<file path="config.mk">
export PLATFORM = sky130hd
export DESIGN_NAME = seq_detect_mealy
export DESIGN_NICKNAME = d
export VERILOG_FILES = /design/src/rtl/seq_detect_mealy.sv
export SDC_FILE = /design/constraint.sdc
export NUM_CORES = 1
export LEC_CHECK = 0
export CAP_MARGIN = 5
export CORE_MARGIN = 2
export CORE_UTILIZATION = 59
export CTS_CLUSTER_SIZE = 30
export DETAILED_ROUTE_END_ITERATION = 16
export PLACE_DENSITY = 0.81
export SLEW_MARGIN = 5
export SYNTH_ARGS = -nofsm -noshare
export SYNTH_HDL_FRONTEND = slang
export SYNTH_SLANG_ARGS = --single-unit
export TNS_END_PERCENT = 30
</file>
<file path="constraint.sdc">
create_clock -name clk -period 3.8 [get_ports clk]
set_input_delay 0.38 -clock clk [delete_from_list [all_inputs] [get_ports clk]]
set_output_delay 0.38 -clock clk [all_outputs]
set_load 0.01 [all_outputs]
</file>
<file path="src/rtl/seq_detect_mealy.sv">
// Mealy detector for a programmable SYM_W-bit symbol pattern with prefix fallback.
// A completed match arms the block; the next symbol is classified by its parity on done.
module seq_detect_mealy #(
  parameter int SYM_W   = 3,
  parameter int MAX_LEN = 8,
  parameter int CNT_W   = 16,
  localparam int IDX_W  = $clog2(MAX_LEN),
  localparam int LEN_W  = $clog2(MAX_LEN) + 1
) (
  input  logic             clk,
  input  logic             rst_n,
  input  logic             sym_valid,
  input  logic [SYM_W-1:0] sym,
  input  logic             cfg_we,
  input  logic [IDX_W-1:0] cfg_idx,
  input  logic [SYM_W-1:0] cfg_sym,
  input  logic             cfg_len_we,
  input  logic [LEN_W-1:0] cfg_len,
  input  logic             cfg_overlap,
  output logic [1:0]       done,
  output logic             armed,
  output logic [CNT_W-1:0] match_cnt
);

  localparam int               LEN_RST = (MAX_LEN < 3) ? MAX_LEN : 3;
  localparam logic [LEN_W-1:0] LEN_MAX = LEN_W'(MAX_LEN);

  typedef enum logic [0:0] {
    ST_HUNT  = 1'b0,
    ST_ARMED = 1'b1
  } state_t;

  state_t             state_r, state_nxt;
  logic [LEN_W-1:0]   cnt_r, cnt_nxt;
  logic [LEN_W-1:0]   len_r, len_nxt;
  logic [CNT_W-1:0]   match_cnt_r, match_cnt_nxt;
  logic [SYM_W-1:0]   hist_r     [MAX_LEN];
  logic [SYM_W-1:0]   hist_nxt   [MAX_LEN];
  logic [SYM_W-1:0]   hist_shift_s [MAX_LEN];
  logic [SYM_W-1:0]   pat_r      [MAX_LEN];
  logic [SYM_W-1:0]   pat_nxt    [MAX_LEN];
  logic [LEN_W-1:0]   bound_s;
  logic [LEN_W-1:0]   cnt_inc_s;
  logic [LEN_W-1:0]   k_s;
  logic [1:0]         done_s;
  logic               cfg_hit_s;

  // Power-on pattern 000-110-000, truncated or zero-extended to SYM_W.
  function automatic logic [SYM_W-1:0] default_pat(input int slot);
    logic [2:0] v;
    case (slot)
      0:       v = 3'b000;
      1:       v = 3'b110;
      2:       v = 3'b000;
      default: v = 3'b000;
    endcase
    return SYM_W'(v);
  endfunction

  function automatic logic [LEN_W-1:0] clamp_len(input logic [LEN_W-1:0] l);
    logic [LEN_W-1:0] r;
    if (l == LEN_W'(0)) begin
      r = LEN_W'(1);
    end else if (l > LEN_MAX) begin
      r = LEN_MAX;
    end else begin
      r = l;
    end
    return r;
  endfunction

  assign cfg_hit_s = cfg_we | cfg_len_we;
  assign cnt_inc_s = cnt_r + LEN_W'(1);

  // History as it would look after accepting the current symbol (index 0 = newest).
  always_comb begin
    hist_shift_s[0] = sym;
    for (int i = 1; i < MAX_LEN; i++) begin
      hist_shift_s[i] = hist_r[i-1];
    end
  end

  // While armed the full pattern is the live match, so fallback may look back len symbols.
  always_comb begin
    if (state_r == ST_ARMED) begin
      bound_s = len_r;
    end else if (cnt_inc_s < len_r) begin
      bound_s = cnt_inc_s;
    end else begin
      bound_s = len_r;
    end
  end

  // Longest pattern prefix (up to bound_s) that ends at the incoming symbol.
  always_comb begin : match_len_p
    logic             ok_v;
    logic [LEN_W-1:0] best_v;
    best_v = LEN_W'(0);
    ok_v   = 1'b0;
    for (int k = 1; k <= MAX_LEN; k++) begin
      ok_v = 1'b1;
      for (int j = 0; j < k; j++) begin
        ok_v = ok_v & (hist_shift_s[k-1-j] == pat_r[j]);
      end
      best_v = (ok_v && (LEN_W'(k) <= bound_s)) ? LEN_W'(k) : best_v;
    end
    k_s = best_v;
  end

  // Next-state and Mealy output; config writes take priority and drop the symbol.
  always_comb begin
    state_nxt     = state_r;
    cnt_nxt       = cnt_r;
    len_nxt       = len_r;
    match_cnt_nxt = match_cnt_r;
    hist_nxt      = hist_r;
    pat_nxt       = pat_r;
    done_s        = 2'b00;
    if (cfg_hit_s) begin
      for (int i = 0; i < MAX_LEN; i++) begin
        pat_nxt[i]  = (cfg_we && (cfg_idx == IDX_W'(i))) ? cfg_sym : pat_r[i];
        hist_nxt[i] = '0;
      end
      len_nxt   = cfg_len_we ? clamp_len(cfg_len) : len_r;
      state_nxt = ST_HUNT;
      cnt_nxt   = LEN_W'(0);
    end else if (sym_valid) begin
      case (state_r)
        ST_HUNT: begin
          hist_nxt = hist_shift_s;
          if (k_s == len_r) begin
            state_nxt = ST_ARMED;
            cnt_nxt   = LEN_W'(0);
          end else begin
            state_nxt = ST_HUNT;
            cnt_nxt   = k_s;
          end
        end
        ST_ARMED: begin
          done_s        = sym[0] ? 2'b10 : 2'b01;
          match_cnt_nxt = (match_cnt_r == {CNT_W{1'b1}}) ? match_cnt_r
                                                         : match_cnt_r + CNT_W'(1);
          if (cfg_overlap) begin
            hist_nxt = hist_shift_s;
            if (k_s == len_r) begin
              state_nxt = ST_ARMED;
              cnt_nxt   = LEN_W'(0);
            end else begin
              state_nxt = ST_HUNT;
              cnt_nxt   = k_s;
            end
          end else begin
            for (int i = 0; i < MAX_LEN; i++) begin
              hist_nxt[i] = '0;
            end
            state_nxt = ST_HUNT;
            cnt_nxt   = LEN_W'(0);
          end
        end
        default: begin
          state_nxt = ST_HUNT;
          cnt_nxt   = LEN_W'(0);
        end
      endcase
    end else begin
      done_s = 2'b00;
    end
  end

  // State registers with asynchronous reset to the power-on configuration.
  always_ff @(posedge clk or negedge rst_n) begin
    if (!rst_n) begin
      state_r     <= ST_HUNT;
      cnt_r       <= LEN_W'(0);
      len_r       <= LEN_W'(LEN_RST);
      match_cnt_r <= CNT_W'(0);
      for (int i = 0; i < MAX_LEN; i++) begin
        hist_r[i] <= '0;
        pat_r[i]  <= default_pat(i);
      end
    end else begin
      state_r     <= state_nxt;
      cnt_r       <= cnt_nxt;
      len_r       <= len_nxt;
      match_cnt_r <= match_cnt_nxt;
      hist_r      <= hist_nxt;
      pat_r       <= pat_nxt;
    end
  end

  assign done      = done_s;
  assign armed     = (state_r == ST_ARMED);
  assign match_cnt = match_cnt_r;

endmodule

</file>
==> results.py <==
metrics = {
    "placement": {
        "post-dp-hpwl_um": 8102,
        "io_buffers": 37,
        "gp_congestion": 0.9567,
    },
    "sta": {
        "fin_crit_sh_pct": 93.92,
        "fmax_mhz": 280.2,
        "tightest_slew_ns": 1.065,
        "hold_viol_final": 0,
        "rsz0062_at_grt": "no",
        "finalClockSkew_ns": 0.01596,
        "fin_tns_setup_ns": 0,
        "relSlewSlack_pct": 28.98,
        "period_needed_ns": 3.569,
        "finalSetupViolCount": 0,
        "final_max_slew_viol_count": 0,
    },
    "power": {
        "powerDensity_nw_per_um2": 394.8,
        "power.switching_uw": 694.7,
        "power_uw": 2060,
        "p_int_uw": 1366,
        "leakagePower_uw": 0.002356,
        "pwr-share-seq_pct": 47.9,
        "switching_share_pct": 33.72,
        "ir_drop_mv": 0.3132,
        "clockPowerShare_pct": 30.1,
        "pwr-share-comb_pct": 22.0,
    },
    "clocking": {
        "cts_max_level": 3,
        "cts_buffer_depth": 2,
        "cts_made_buffers": 9,
        "clk_pin_slew_worst_paths_ns": 0.08,
        "numClockSinks": 70,
        "cts_hold_buf": 0,
        "postCtsSetupRepairBufs": 0,
        "clkLatencyLatePin_ns": 0.36,
        "root_buffer": "clkbuf_8",
        "cts_tree": "yes",
        "cts.repair.resized": 0,
    },
    "critical_path": {
        "r2r_start": "cnt_r[0]$_DFFE_PN0P_",
        "cp-end-kind": "flop",
        "timing.rr.end": "cnt_r[1]$_DFFE_PN0P_",
        "regToRegSetupSlack_ns": 0.23,
        "critPathKind": "reg2reg",
        "required_ns": 4.04,
        "cp-start-kind": "flop",
        "crit_fanout": 15,
        "reg2regPathDepth": 12,
        "worst_ep_arrival_time_ns": 3.81,
        "worstSetupEndpoint": "cnt_r[1]$_DFFE_PN0P_",
        "startpoint": "cnt_r[0]$_DFFE_PN0P_",
    },
    "detailed_routing": {
        "postRouteAntennaNets": 0,
        "drc": 0,
        "via_count": 3558,
        "drt_iter0_markers": 297,
        "routed.top_layer": "met4",
        "wl_met3_um": 608,
        "vias_per_cell": 6.177,
        "first_pass_iters": 5,
        "route.final.wire_length_um": 10990,
        "wl_met1_um": 4836,
        "wl_per_cell_um": 19.08,
        "wl_met2_um": 5348,
    },
    "outcome": {
        "outcome": "completed",
    },
    "yosys": {
        "synth_cells": 455,
        "synth_edf_count": 0,
        "ys_seq_area_share_pct": 37.67,
        "synth_area_leaders": "dfrtp_1 35%, xor2_1 19%, mux2_2 6.3%",
        "ys_types": 58,
        "yosys.area.top_type_share_pct": 35.42,
        "synth_nets": 480,
        "synth.avg_cell_area_um2": 10.25,
        "ys_async_sr_fraction_pct": 100.0,
        "syn-cell-area_um2": 4663,
        "synth.largest_area_cell": "dfrtp_1",
        "synth-main-ff-cell": "dfrtp_1",
        "ys_ff_latch": 70,
        "ys.warnings.count": 0,
    },
    "finish": {
        "antenna_cells": 0,
        "layout_common_cells": "100 x xor2_1, 66 x dfrtp_1, 36 x clkdlybuf4s50_1",
        "multiInputGateArea_um2": 2689,
        "final_common_cell": "xor2_1",
        "syn_to_final_growth_pct": 11.91,
        "nFillCells": 634,
        "drive_above_1_share_pct": 13.92,
        "fin_nets": 494,
        "register_area_um2": 1757,
    },
    "job": {
        "maxCapViolCount": 0,
    },
    "global_route": {
        "grt_pass1_vias": 3568,
        "grt_max_degree": 50,
        "grt_pass1_wl_um": 18220,
        "grt_use_total_pct": 26.94,
        "gr-total-overflow": 0,
        "antenna_found_initial": 0,
    },
    "hold_path": {
        "hold_class": "in2async",
    },
    "floorplanning": {
        "die_x_um": 92.91,
        "core_um2": 7687,
        "rows": 32,
        "dieArea_um2": 8631,
        "ios": 38,
        "chipHeight_um": 92.91,
        "start_util_pct": 60.66,
    },
}
==> metrics by stage <==
stage                     area, um2  cells  setup WS, ns  util [%]  hold WS [ns]
after detailed placement       5014    560        0.2589     65.22        0.4810
after floorplan                4663    455        0.6038         -       0.08441
after global placement         5014    560        0.3484     65.22        0.4752
final                          5219    576        0.2310     67.89        0.2212
after CTS                      5219    576        0.2434     67.89        0.2516
after global routing           5219    576      0.002635     67.89        0.3037
==> cell families (layout without fill, tap and decap cells) <==
kind of cell             after synthesis  in the layout  synth area share (%)
XOR/XNOR                             126            126                 23.67
AO/OA/AOI/OAI                         56             56                 10.20
buffers and inverters                 48             67                 4.856
multiplexers                          30             30                 7.352
flip-flops                            70             70                 37.67
AND/OR/NAND/NOR                      119            119                 14.65
adder cells (fa/ha/maj)                6              6                 1.610
==> worst max-delay path, cell delays in order (launching register included) <==
cell and delay (ns):
dfrtp_1 0.44, ha_1 0.23, xor2_1 0.18, ha_1 0.29, o211ai_1 0.12, o21ai_4 0.38, mux2_2 0.41, nor4b_4 0.26
o21ba_4 0.20, and3b_4 0.19, a2111oi_4 0.35, nand3b_1 0.12, a32o_1 0.27
==> synth_stat cells (all sizes together), types with 3 or more instances <==
library cell / count
buf: 27
o21ai: 7
o22ai: 3
a22o: 21
nor3: 14
nand4b: 3
ha: 6
dfstp: 4
nor2: 17
a21oi: 5
clkbuf: 13
inv: 8
dfrtp: 66
nand3: 12
xnor2: 26
nand2: 16
nand2b: 7
xor2: 100
mux2: 28
and3: 3
nand4: 14
nor4: 20
a211oi: 3
==> power by group through the flow <==
stage	combinational [uW]	sequential [uW]	clock, uW
finish	453	986	621
detailed placement	449	996	0
global route	501	996	659
floorplan	452	865	0
CTS	452	981	631
global placement	433	989	0
==> routing by layer <==
metal / GRT usage [%] / vias up
met5: 0 / -
met4: 9.436 / 0
met3: 3.662 / 22
met2: 43.66 / 129
met1: 37.20 / 1778
li1: - / 1629
==> registers in the layout, indices dropped and copies added, names as in the netlist <==
register   flops
match_cnt     16
hist_r        21
len_r          4
cnt_r          4
armed          1
pat_r         24
==> layout make-up <==
class | instances | area share (%)
inverters | 8 | 0.5754
well taps | 102 | 2.445
clock buffers | 9 | 2.374
clock inverters | 7 | 1.558
repair buffers | 43 | 7.864
multi-input cells | 337 | 51.52
flip-flops and latches | 70 | 33.66
==> worst min path at each step <==
stage,start,to,slack (ns),depth (start not counted)
after floorplan,rst_n,armed$_DFFE_PN0P_,0.08,0
after global placement,match_cnt[4]$_DFFE_PN0P_,match_cnt[4]$_DFFE_PN0P_,0.48,1
after detailed placement,match_cnt[14]$_DFFE_PN0P_,match_cnt[14]$_DFFE_PN0P_,0.48,1
after CTS,rst_n,match_cnt[11]$_DFFE_PN0P_,0.25,1
after global routing,rst_n,pat_r[5]$_DFFE_PN0P_,0.30,1
final,rst_n,pat_r[5]$_DFFE_PN0P_,0.22,1
Note: power is estimated with default switching activity, not from simulation.
